**src/rtl/pipe_pkg.sv**
```systemverilog
`default_nettype none
// ============================================================================
// Module      : pipe_pkg
// Description : Shared types and constants for the elastic pipeline-stage
//               buffer. It defines the stage state encoding, the IF/ID payload
//               layout and the NOP instruction used as a bubble payload.
// Revision    : 1.0 - initial release
// ============================================================================
package pipe_pkg;

    // Stage occupancy state. The value 2'd3 is unused.
    typedef enum logic [1:0] {
        ST_EMPTY = 2'd0,
        ST_ONE   = 2'd1,
        ST_FULL  = 2'd2
    } pipe_state_e;

    // IF/ID payload. DATA_W of the IF/ID stage is the width of this struct.
    typedef struct packed {
        logic [31:0] instr;
        logic [31:0] pc;
        logic [31:0] pc_plus4;
    } if_id_payload_t;

    localparam int IF_ID_W = $bits(if_id_payload_t);

    // addi x0, x0, 0
    localparam logic [31:0] NOP_INSTR = 32'h0000_0013;

    // Number of entries held in each state.
    function automatic logic [1:0] occupancy_of(input pipe_state_e s);
        logic [1:0] n;
        case (s)
            ST_ONE:  n = 2'd1;
            ST_FULL: n = 2'd2;
            default: n = 2'd0;
        endcase
        return n;
    endfunction

endpackage
`default_nettype wire

```
**src/rtl/pipe_stage_buf_sat_counter.sv**
```systemverilog
`default_nettype none
// ============================================================================
// Module      : sat_counter
// Description : Saturating up-counter. It holds at all-ones and never wraps.
//               Clear has priority over increment.
// Ports       : i_clk   - clock, rising edge
//               i_clr   - synchronous active-high clear to zero
//               i_inc   - increment enable
//               o_count - current count
// Revision    : 1.0 - initial release
// ============================================================================
module sat_counter #(
    parameter int WIDTH = 32
) (
    input  logic             i_clk,
    input  logic             i_clr,
    input  logic             i_inc,
    output logic [WIDTH-1:0] o_count
);

    logic [WIDTH-1:0] w_cnt_d;
    logic [WIDTH-1:0] r_cnt_q;

    always_comb begin
        w_cnt_d = r_cnt_q;
        if (i_clr) begin
            w_cnt_d = '0;
        end else if (i_inc && (r_cnt_q != {WIDTH{1'b1}})) begin
            w_cnt_d = r_cnt_q + {{(WIDTH-1){1'b0}}, 1'b1};
        end
    end

    always_ff @(posedge i_clk) begin
        r_cnt_q <= w_cnt_d;
    end

    assign o_count = r_cnt_q;

endmodule
`default_nettype wire

```
**src/rtl/pipe_stage_buf.sv**
```systemverilog
`default_nettype none
// ============================================================================
// Module      : pipe_stage_buf
// Description : Elastic pipeline-stage register with a valid/ready handshake
//               and a 2-entry skid buffer (main + skid). o_up_ready is
//               registered, so downstream stalls never ripple combinationally
//               upstream. Supports flush-to-bubble and occupancy reporting.
//               Optional stall/flush performance counters are enabled by
//               defining the macro PIPE_STAGE_CNT_EN. Without that macro the
//               counter ports are tied to zero.
// Ports       : i_clk, i_rst       - clock, synchronous active-high reset
//               i_flush            - drop all held and incoming data
//               i_up_valid/o_up_ready/i_up_data - upstream handshake
//               o_dn_valid/i_dn_ready/o_dn_data - downstream handshake
//               o_occupancy        - entries held (0..2)
//               o_stall_cnt        - cycles with o_dn_valid && !i_dn_ready
//               o_flush_cnt        - flush cycles
// Revision    : 1.0 - initial release
// ============================================================================
module pipe_stage_buf
    import pipe_pkg::*;
#(
    parameter int                DATA_W     = IF_ID_W,
    parameter logic [DATA_W-1:0] BUBBLE_VAL = '0
) (
    input  logic              i_clk,
    input  logic              i_rst,
    input  logic              i_flush,
    input  logic              i_up_valid,
    output logic              o_up_ready,
    input  logic [DATA_W-1:0] i_up_data,
    output logic              o_dn_valid,
    input  logic              i_dn_ready,
    output logic [DATA_W-1:0] o_dn_data,
    output logic [1:0]        o_occupancy,
    output logic [31:0]       o_stall_cnt,
    output logic [31:0]       o_flush_cnt
);

    pipe_state_e       r_state_q, w_state_d;
    logic [DATA_W-1:0] r_main_q,  w_main_d;
    logic [DATA_W-1:0] r_skid_q,  w_skid_d;
    logic              r_up_ready_q;
    logic              r_dn_valid_q;
    logic [1:0]        r_occ_q;

    logic w_accept;
    logic w_take;

    assign w_accept = i_up_valid && r_up_ready_q;
    assign w_take   = r_dn_valid_q && i_dn_ready;

    always_comb begin
        w_state_d = r_state_q;
        w_main_d  = r_main_q;
        w_skid_d  = r_skid_q;
        if (i_flush) begin
            // A same-cycle accept is dropped here; a same-cycle take has
            // already completed on the downstream side.
            w_state_d = ST_EMPTY;
            w_main_d  = BUBBLE_VAL;
            w_skid_d  = BUBBLE_VAL;
        end else begin
            case (r_state_q)
                ST_EMPTY: begin
                    if (w_accept) begin
                        w_main_d  = i_up_data;
                        w_state_d = ST_ONE;
                    end
                end
                ST_ONE: begin
                    if (w_accept && w_take) begin
                        w_main_d  = i_up_data;
                    end else if (w_accept) begin
                        w_skid_d  = i_up_data;
                        w_state_d = ST_FULL;
                    end else if (w_take) begin
                        w_main_d  = BUBBLE_VAL;
                        w_state_d = ST_EMPTY;
                    end
                end
                ST_FULL: begin
                    if (w_take) begin
                        w_main_d  = r_skid_q;
                        w_skid_d  = BUBBLE_VAL;
                        w_state_d = ST_ONE;
                    end
                end
                default: begin
                    w_state_d = ST_EMPTY;
                    w_main_d  = BUBBLE_VAL;
                    w_skid_d  = BUBBLE_VAL;
                end
            endcase
        end
    end

    // Handshake outputs are derived from the next state and registered, so
    // they depend on stored state only.
    always_ff @(posedge i_clk) begin
        if (i_rst) begin
            r_state_q    <= ST_EMPTY;
            r_main_q     <= BUBBLE_VAL;
            r_skid_q     <= BUBBLE_VAL;
            r_up_ready_q <= 1'b1;
            r_dn_valid_q <= 1'b0;
            r_occ_q      <= 2'd0;
        end else begin
            r_state_q    <= w_state_d;
            r_main_q     <= w_main_d;
            r_skid_q     <= w_skid_d;
            r_up_ready_q <= (w_state_d != ST_FULL);
            r_dn_valid_q <= (w_state_d != ST_EMPTY);
            r_occ_q      <= occupancy_of(w_state_d);
        end
    end

    assign o_up_ready  = r_up_ready_q;
    assign o_dn_valid  = r_dn_valid_q;
    assign o_dn_data   = r_main_q;
    assign o_occupancy = r_occ_q;

`ifdef PIPE_STAGE_CNT_EN
    // Counters clear on reset only; flush does not clear them.
    sat_counter #(.WIDTH(32)) u_stall_cnt (
        .i_clk   (i_clk),
        .i_clr   (i_rst),
        .i_inc   (r_dn_valid_q && !i_dn_ready),
        .o_count (o_stall_cnt)
    );

    sat_counter #(.WIDTH(32)) u_flush_cnt (
        .i_clk   (i_clk),
        .i_clr   (i_rst),
        .i_inc   (i_flush),
        .o_count (o_flush_cnt)
    );
`else
    assign o_stall_cnt = 32'd0;
    assign o_flush_cnt = 32'd0;
`endif

endmodule
`default_nettype wire

```
**config.mk**
```make
export PLATFORM = sky130hd
export DESIGN_NAME = pipe_stage_buf
export DESIGN_NICKNAME = d
export VERILOG_FILES = /design/src/rtl/pipe_pkg.sv /design/src/rtl/pipe_stage_buf_sat_counter.sv /design/src/rtl/pipe_stage_buf.sv
export SDC_FILE = /design/constraint.sdc
export NUM_CORES = 1
export LEC_CHECK = 0
export CORE_MARGIN = 5
export CORE_UTILIZATION = 29
export DETAILED_ROUTE_END_ITERATION = 16
export GPL_TIMING_DRIVEN = 0
export SLEW_MARGIN = 5
export SYNTH_ARGS = -nofsm -noshare
export SYNTH_HDL_FRONTEND = slang
export SYNTH_SLANG_ARGS = --single-unit
export TNS_END_PERCENT = 30
```
**constraint.sdc**
```tcl
create_clock -name i_clk -period 1.7 [get_ports i_clk]
set_clock_uncertainty 0.15 [all_clocks]
set_input_delay 0.34 -clock i_clk [delete_from_list [all_inputs] [get_ports i_clk]]
set_output_delay 0.34 -clock i_clk [all_outputs]
set_load 0.03 [all_outputs]
```
==> run_results.csv, run 1 <==
group,metric,value,unit
global_route,grt_max_degree,18,
placed_design,place.gp.congestion,0.805,
worst_setup_path,worst_ep_required_time,1.88,ns
synth,yosys.area.top_type,"dfxtp_1",
worst_setup_path,cp_max_fo,10,
clocking,insertion_delay,0.45,ns
clocking,cts_hold_buf,0,
layout,nets,1627,
drt,dr.first_iter.drc_count,838,
clocking,cts.root.buffer_cell,"clkbuf_16",
drt,drtAntennaViolNets,0,
global_route,grt_overflow,0,
sta,fmax,580,MHz
min_path,min_from,"r_skid_q[5]",
min_path,holdPathEnd,"r_skid_q[5]",
clocking,cts.sinks,198,
worst_setup_path,reg2reg_from,"r_state_q[1]",
global_route,grt_pass1_wl,58700,um
sta,setup_slack,-0.0231,ns
placed_design,hpwl,27100,um
min_path,hold_depth,2,
layout,final_area,14900,um2
drt,routed_wl,39000,um
synth,ys.flop_type,"dfxtp_1",
worst_setup_path,slowest_delay,0.36,ns
power_and_ir_drop,vdd_ir_drop_max,711,uV
sta,maxSlewHeadroom,55.0,%
global_route,grt_pass1_vias,10100,
clocking,cts_tree,"yes",
sta,drv_slew,0,
drt,viasPerCell,5.25,
clocking,cts_buffers,17,
layout,stdcell_count,2000,
drt,drc,0,
layout,layout-drive-gt1-share,25.9,%
synth,synth_cell_types,34,
worst_setup_path,r2r-end,"o_dn_data[38]",
drt,first_pass_iters,5,
synth,synth.top_cell.area_share,38.8,%
die,start_util,29.5,%
die,coreArea,34600,um2
drt,vias,10500,
synth,syn_inst,1206,
power_and_ir_drop,leakagePower,5.39,nW
placed_design,io_buffers,200,
sta,finalCritPeriodShare,101,%
run,maxCapViolCount,0,
power_and_ir_drop,p_per_area,780,nW/um2
placed_design,dp.cells,1924,
worst_setup_path,worst_setup_path_end_kind,"register",
min_path,hp-class,"register to register",
die,die_h,198,um
drt,wl_per_cell,19.5,um
worst_setup_path,reg2reg_depth,8,
layout,area_growth,46.3,%
status,status,"complete, but fails checks",
worst_setup_path,critPathLaunchType,"register",
synth,synth.area.top_cells,"dfxtp_1 39%, mux2i_1 9.5%, nand4b_1 8.2%, a22oi_1 7.1%, buf_4 5.3%",
synth,synth_edf_count,0,
global_route,antenna_found_initial,6,
status,violations,"setup timing",
sta,fin_tns_setup,-0.389,ns
layout,fill_cells,3426,
worst_setup_path,crit_arrival,1.90,ns
sta,rsz0062_at_grt,"yes",
worst_setup_path,cp_cell_sequence,"buf_12, xnor2_4, o2bb2ai_4, buf_6, buf_12, buf_6, a22oi_1, nor2_1",
die,rows,68,
worst_setup_path,cp_top_family,"buffers and inverters",
synth,yosysWarnings,0,
worst_setup_path,rrSetupSlack,-0.02,ns
synth,ys_seq_area_share,38.8,%
clocking,cts_buffer_depth,2,
clocking,htreeDepth,4,
synth,syn-cell-area,10200,um2
sta,final_hold_viol_count,0,
worst_setup_path,critPathKind,"register to register",
sta,post-route-min-period,1.72,ns
synth,synth.avg_cell_area,8.46,um2
worst_setup_path,cpMaxStageDelayCell,"dfxtp_4",
layout,fin_util,43.1,%
sta,tightest_slew,0.674,ns
synth,synth-async-reset-ratio,0,%
die,die-area,39000,um2
die,io_pins,265,
synth,synth_seq_cells,198,
sta,setup_viol,31,
clocking,clk_pin_slew,0.08,ns
die,dieWidth,198,um
worst_setup_path,worst-path-buf-inv,4,
placed_design,place_area,13000,um2
global_route,track_usage,18.8,%
layout by cell type, fill, tap and decap left out, drive strengths merged, types with 2 or more instances in the layout:
master and n:
clkinv 5, o21ai 96, clkdlybuf4s15 54, clkinvlp 2
a21oi 100, o32ai 22, a22oi 96, inv 27
nor3 2, or2 2, clkbuf 146, clkdlybuf4s50 99
and2 2, o22ai 75, nand3 74, dlygate4sd2 6
conb 64, nor2 102, nand2 3, buf 162
dfxtp 198, mux2i 97, nand4b 96, diode 6
report_power, final:
group          internal (mW)  switching, mW  leakage, nW  total [mW]
logic                   1.18           1.56         3.51        2.74
registers               4.73         0.0670         1.60        4.80
clock network           2.09           2.02        0.275        4.11
total                   8.00           3.65         5.39        11.6
Yosys cell counts, types with 3 or more instances:
cell and n:
buf_1 6, o22ai_1 74, o32ai_1 22, clkbuf_1 105, nor2_1 100, nand3_1 74
nand4b_1 96, o21ai_1 13, a22oi_1 96, dfxtp_1 198, buf_4 72, nand2_1 3
a21oi_1 99, inv_1 22, buf_2 26, o21ai_0 83, mux2i_1 97
final cells by class:
| cell class | instances | area (um2) | share of cell area [%] |
|---|---|---|---|
| clock buffer | 19 | 443 | 2.97 |
| sequential | 198 | 3980 | 26.6 |
| inverter | 22 | 82.6 | 0.553 |
| antenna | 6 | 15.0 | 0.101 |
| timing repair buffer | 240 | 2410 | 16.1 |
| buffer | 208 | 1680 | 11.3 |
| multi-input combinational | 839 | 5630 | 37.7 |
| tap | 455 | 569 | 3.81 |
| clock inverter | 13 | 121 | 0.813 |
worst max path at each step:
stage	from	cells past startpoint	end	slack (ns)
floorplan	o_dn_valid	6	r_skid_q[55]	0.0004
global placement	i_dn_ready	7	r_skid_q[61]	-1.37
detailed placement	i_dn_ready	7	r_skid_q[62]	-1.41
CTS	o_dn_valid	9	r_skid_q[61]	-0.07
global route	i_up_valid	9	r_skid_q[64]	-0.1
finish	r_state_q[1]	8	o_dn_data[38]	-0.02
tightest hold or removal path, delay by kind of cell (launching register included):
family,cells,cell delay [ns]
AO/OA/AOI/OAI,2,0.12
flip-flops,1,0.31
kinds of logic (layout without fill, tap and decap cells):
logic type	after synthesis	count (layout)	share of synthesized area (%)
flip-flops	198	198	38.8
XOR/XNOR	1	1	0.0858
buffers and inverters	232	502	11.5
AO/OA/AOI/OAI	393	393	23.6
other	1	70	0.0367
AND/OR/NAND/NOR	284	284	16.4
multiplexers	97	97	9.51
registers in the layout, summed over array words and instances, names as in the netlist:
| name | count |
|---|---|
| o_up_ready | 1 |
| o_occupancy | 2 |
| r_skid_q | 96 |
| o_dn_data | 96 |
| o_dn_valid | 1 |
| r_state_q | 2 |
layer usage:
metal	GRT usage [%]	up-vias	routed length, um
li1	-	5020	-
met1	25.9	5059	17800
met2	30.0	376	18500
met3	3.36	39	2060
met4	6.04	0	665
met5	0	-	0
what timing repair did:
item                                   in CTS  in global routing
pin swaps                                  39                 20
endpoints found under the hold margin       0                  0
buffers inserted                           23                  6
setup endpoints to repair                 298                259
gates cloned                                5                  6
gates resized for setup                   413                217
per-stage QoR:
step / power, mW / hold WS, ns / setup WS [ns]
finish: 11.6 / 0.325 / -0.0231
global route: 12.1 / 0.339 / -0.0961
CTS: 11.5 / 0.323 / -0.0723
detailed placement: 7.15 / 0.313 / -1.41
global placement: 7.13 / 0.306 / -1.37
floorplan: 6.27 / 0.299 / 0.000393
No activity file was read; power rests on OpenSTA's default activity.
==> run 2: changes to the inputs <==
--- a/config.mk
+++ b/config.mk
@@ -8,7 +8,6 @@
 export CORE_MARGIN = 5
 export CORE_UTILIZATION = 29
 export DETAILED_ROUTE_END_ITERATION = 16
-export GPL_TIMING_DRIVEN = 0
 export SLEW_MARGIN = 5
 export SYNTH_ARGS = -nofsm -noshare
 export SYNTH_HDL_FRONTEND = slang
==> run_results.csv, run 2 (synthesis results as in run 1) <==
group,metric,value,unit
drt,routed_wl,38300,um
sta,drv_slew,0,
die,dieWidth,198,um
die,rows,68,
worst_setup_path,rrSetupSlack,-0.05,ns
worst_setup_path,worst_ep_required_time,1.92,ns
clocking,cts_buffer_depth,2,
sta,final_hold_viol_count,0,
global_route,grt_overflow,0,
layout,layout_common_cells,"194 x dfxtp_1, 99 x nor2_1, 99 x clkdlybuf4s50_1",
worst_setup_path,critPathKind,"register to register",
worst_setup_path,crit_arrival,1.96,ns
drt,first_pass_iters,5,
run,maxCapViolCount,0,
clocking,insertion_delay,0.44,ns
sta,rsz0062_at_grt,"yes",
layout,regArea,3980,um2
global_route,grt_pass1_vias,9184,
global_route,grt_max_degree,112,
power_and_ir_drop,vdd_ir_drop_max,693,uV
min_path,hp-class,"register to register",
sta,maxSlewHeadroom,62.1,%
worst_setup_path,crit_start,"o_dn_valid",
clocking,cts.root.buffer_cell,"clkbuf_16",
power_and_ir_drop,p_total,11.3,mW
status,status,"complete, but fails checks",
layout,nets,1469,
worst_setup_path,cp_max_fo,55,
global_route,track_usage,16.4,%
die,die-area,39000,um2
layout,multi_input_area,5410,um2
global_route,antenna_found_initial,2,
layout,area_growth,35.4,%
sta,tightest_slew,0.568,ns
global_route,grt_pass1_wl,52100,um
power_and_ir_drop,p_clk_share,35.5,%
worst_setup_path,reg2reg_depth,5,
clocking,clk_pin_slew,0.07,ns
drt,viasPerCell,5.47,
placed_design,place.gp.congestion,0.733,
worst_setup_path,critPathLaunchType,"register",
layout,layout-drive-gt1-share,16.3,%
drt,vias,10000,
power_and_ir_drop,p_int,7.80,mW
die,start_util,29.5,%
power_and_ir_drop,p_per_area,819,nW/um2
die,die_h,198,um
min_path,min_from,"r_skid_q[62]",
min_path,holdPathEnd,"r_skid_q[62]",
power_and_ir_drop,share_seq_of_total_power,42.4,%
die,coreArea,34600,um2
worst_setup_path,worst_setup_path_end_kind,"register",
power_and_ir_drop,switchingPower,3.51,mW
worst_setup_path,reg2reg_from,"o_dn_valid",
die,io_pins,265,
sta,fmax,573,MHz
clocking,cts_buffers,17,
worst_setup_path,r2r-end,"r_skid_q[44]",
layout,fill_cells,3461,
sta,setup_slack,-0.0454,ns
power_and_ir_drop,comb_power_share,22.1,%
placed_design,io_buffers,200,
placed_design,dp_slack,-0.417,ns
placed_design,place_area,12700,um2
power_and_ir_drop,leakagePower,4.69,nW
layout,fin_util,39.9,%
status,violations,"setup timing",
sta,setup_viol,83,
sta,finalCritPeriodShare,103,%
layout,final_area,13800,um2
drt,dr.first_iter.drc_count,811,
sta,post-route-min-period,1.75,ns
power_and_ir_drop,sw_frac_of_total,31.1,%
clocking,htreeDepth,4,
drt,drtAntennaViolNets,0,
drt,wl_per_cell,20.8,um
layout,layout_commonest_cell,"dfxtp_1",
placed_design,hpwl,21100,um
min_path,hold_depth,2,
clocking,cts.sinks,198,
clocking,cts_tree,"yes",
drt,drc,0,
-- run 2: cell types whose count changed in the layout (fill, tap and decap cells not counted), sizes merged --
| cell | delta |
|---|---|
| clkinv | +1 |
| diode | -5 |
| clkinvlp | -1 |
| inv | -3 |
| buf | -83 |
| clkdlybuf4s15 | -11 |
| clkbuf | -56 |
| dlygate4sd2 | -5 |
-- run 2: area by class of cell --
class,instances,share of cell area [%]
Antenna cell,1,0.0181
Inverter,22,0.598
Timing Repair Buffer,290,23.3
Tap cell,455,4.12
Clock inverter,10,0.706
Clock buffer,22,3.29
Sequential cell,198,28.8
Multi-Input combinational cell,839,39.2
-- run 2: worst max path at each step --
stage,endpoint,slack (ns)
6_report,r_skid_q[44],-0.05
5_1_grt,o_dn_data[89],-0.10
4_1_cts,o_dn_valid,-0.15
3_5_place_dp,o_dn_data[44],-0.42
3_3_place_gp,o_dn_data[82],-0.36
2_1_floorplan,r_skid_q[55],0.0004
-- run 2: power by group through the flow --
stage | Combinational, mW | Clock, mW | Sequential, mW
floorplan | 1.22 | 0 | 5.05
global placement | 2.20 | 0 | 4.90
finish | 2.50 | 4.01 | 4.80
global route | 2.64 | 4.28 | 4.81
detailed placement | 2.21 | 0 | 4.90
CTS | 2.19 | 4.13 | 4.80
-- run 2: repair_timing --
item,4_1_cts,5_1_grt
gates cloned,0,21
hold buffers,0,0
pin swaps,0,7
gates resized for setup,190,98
setup endpoints to repair,164,199
buffers inserted,0,10
-- run 2: critical path: stages (launching register included) --
cell	delay [ns]
dfxtp_4	0.39
and2_2	0.28
nor2_4	0.17
buf_12	0.28
nand4b_1	0.14
a21oi_1	0.19
-- run 2: metal layers --
metal	wire [um]	up-vias	global-route usage (%)	part of all wire, %
met5	13	-	0	0.034
met4	542	2	4.82	1.4
met3	2510	40	3.29	6.5
met2	18900	397	27.4	49
met1	16400	4938	21.5	43
li1	-	4667	-	-
-- run 2: through the flow --
stage	hold slack [ns]	setup TNS (ns)	std cells
floorplan	0.299	0	1269
CTS	0.322	-0.454	1806
finish	0.321	-1.61	1837
global route	0.339	-9.97	1837
global placement	0.304	-58.57	1774
detailed placement	0.312	-68.25	1774
==> run 3: changes to the inputs <==
--- a/config.mk
+++ b/config.mk
@@ -8,7 +8,7 @@
 export CORE_MARGIN = 5
 export CORE_UTILIZATION = 29
 export DETAILED_ROUTE_END_ITERATION = 16
-export SLEW_MARGIN = 5
+export SLEW_MARGIN = 0
 export SYNTH_ARGS = -nofsm -noshare
 export SYNTH_HDL_FRONTEND = slang
 export SYNTH_SLANG_ARGS = --single-unit
==> results of run 3 <==
Final layout, timing and power as in run 2 (identical DEF).
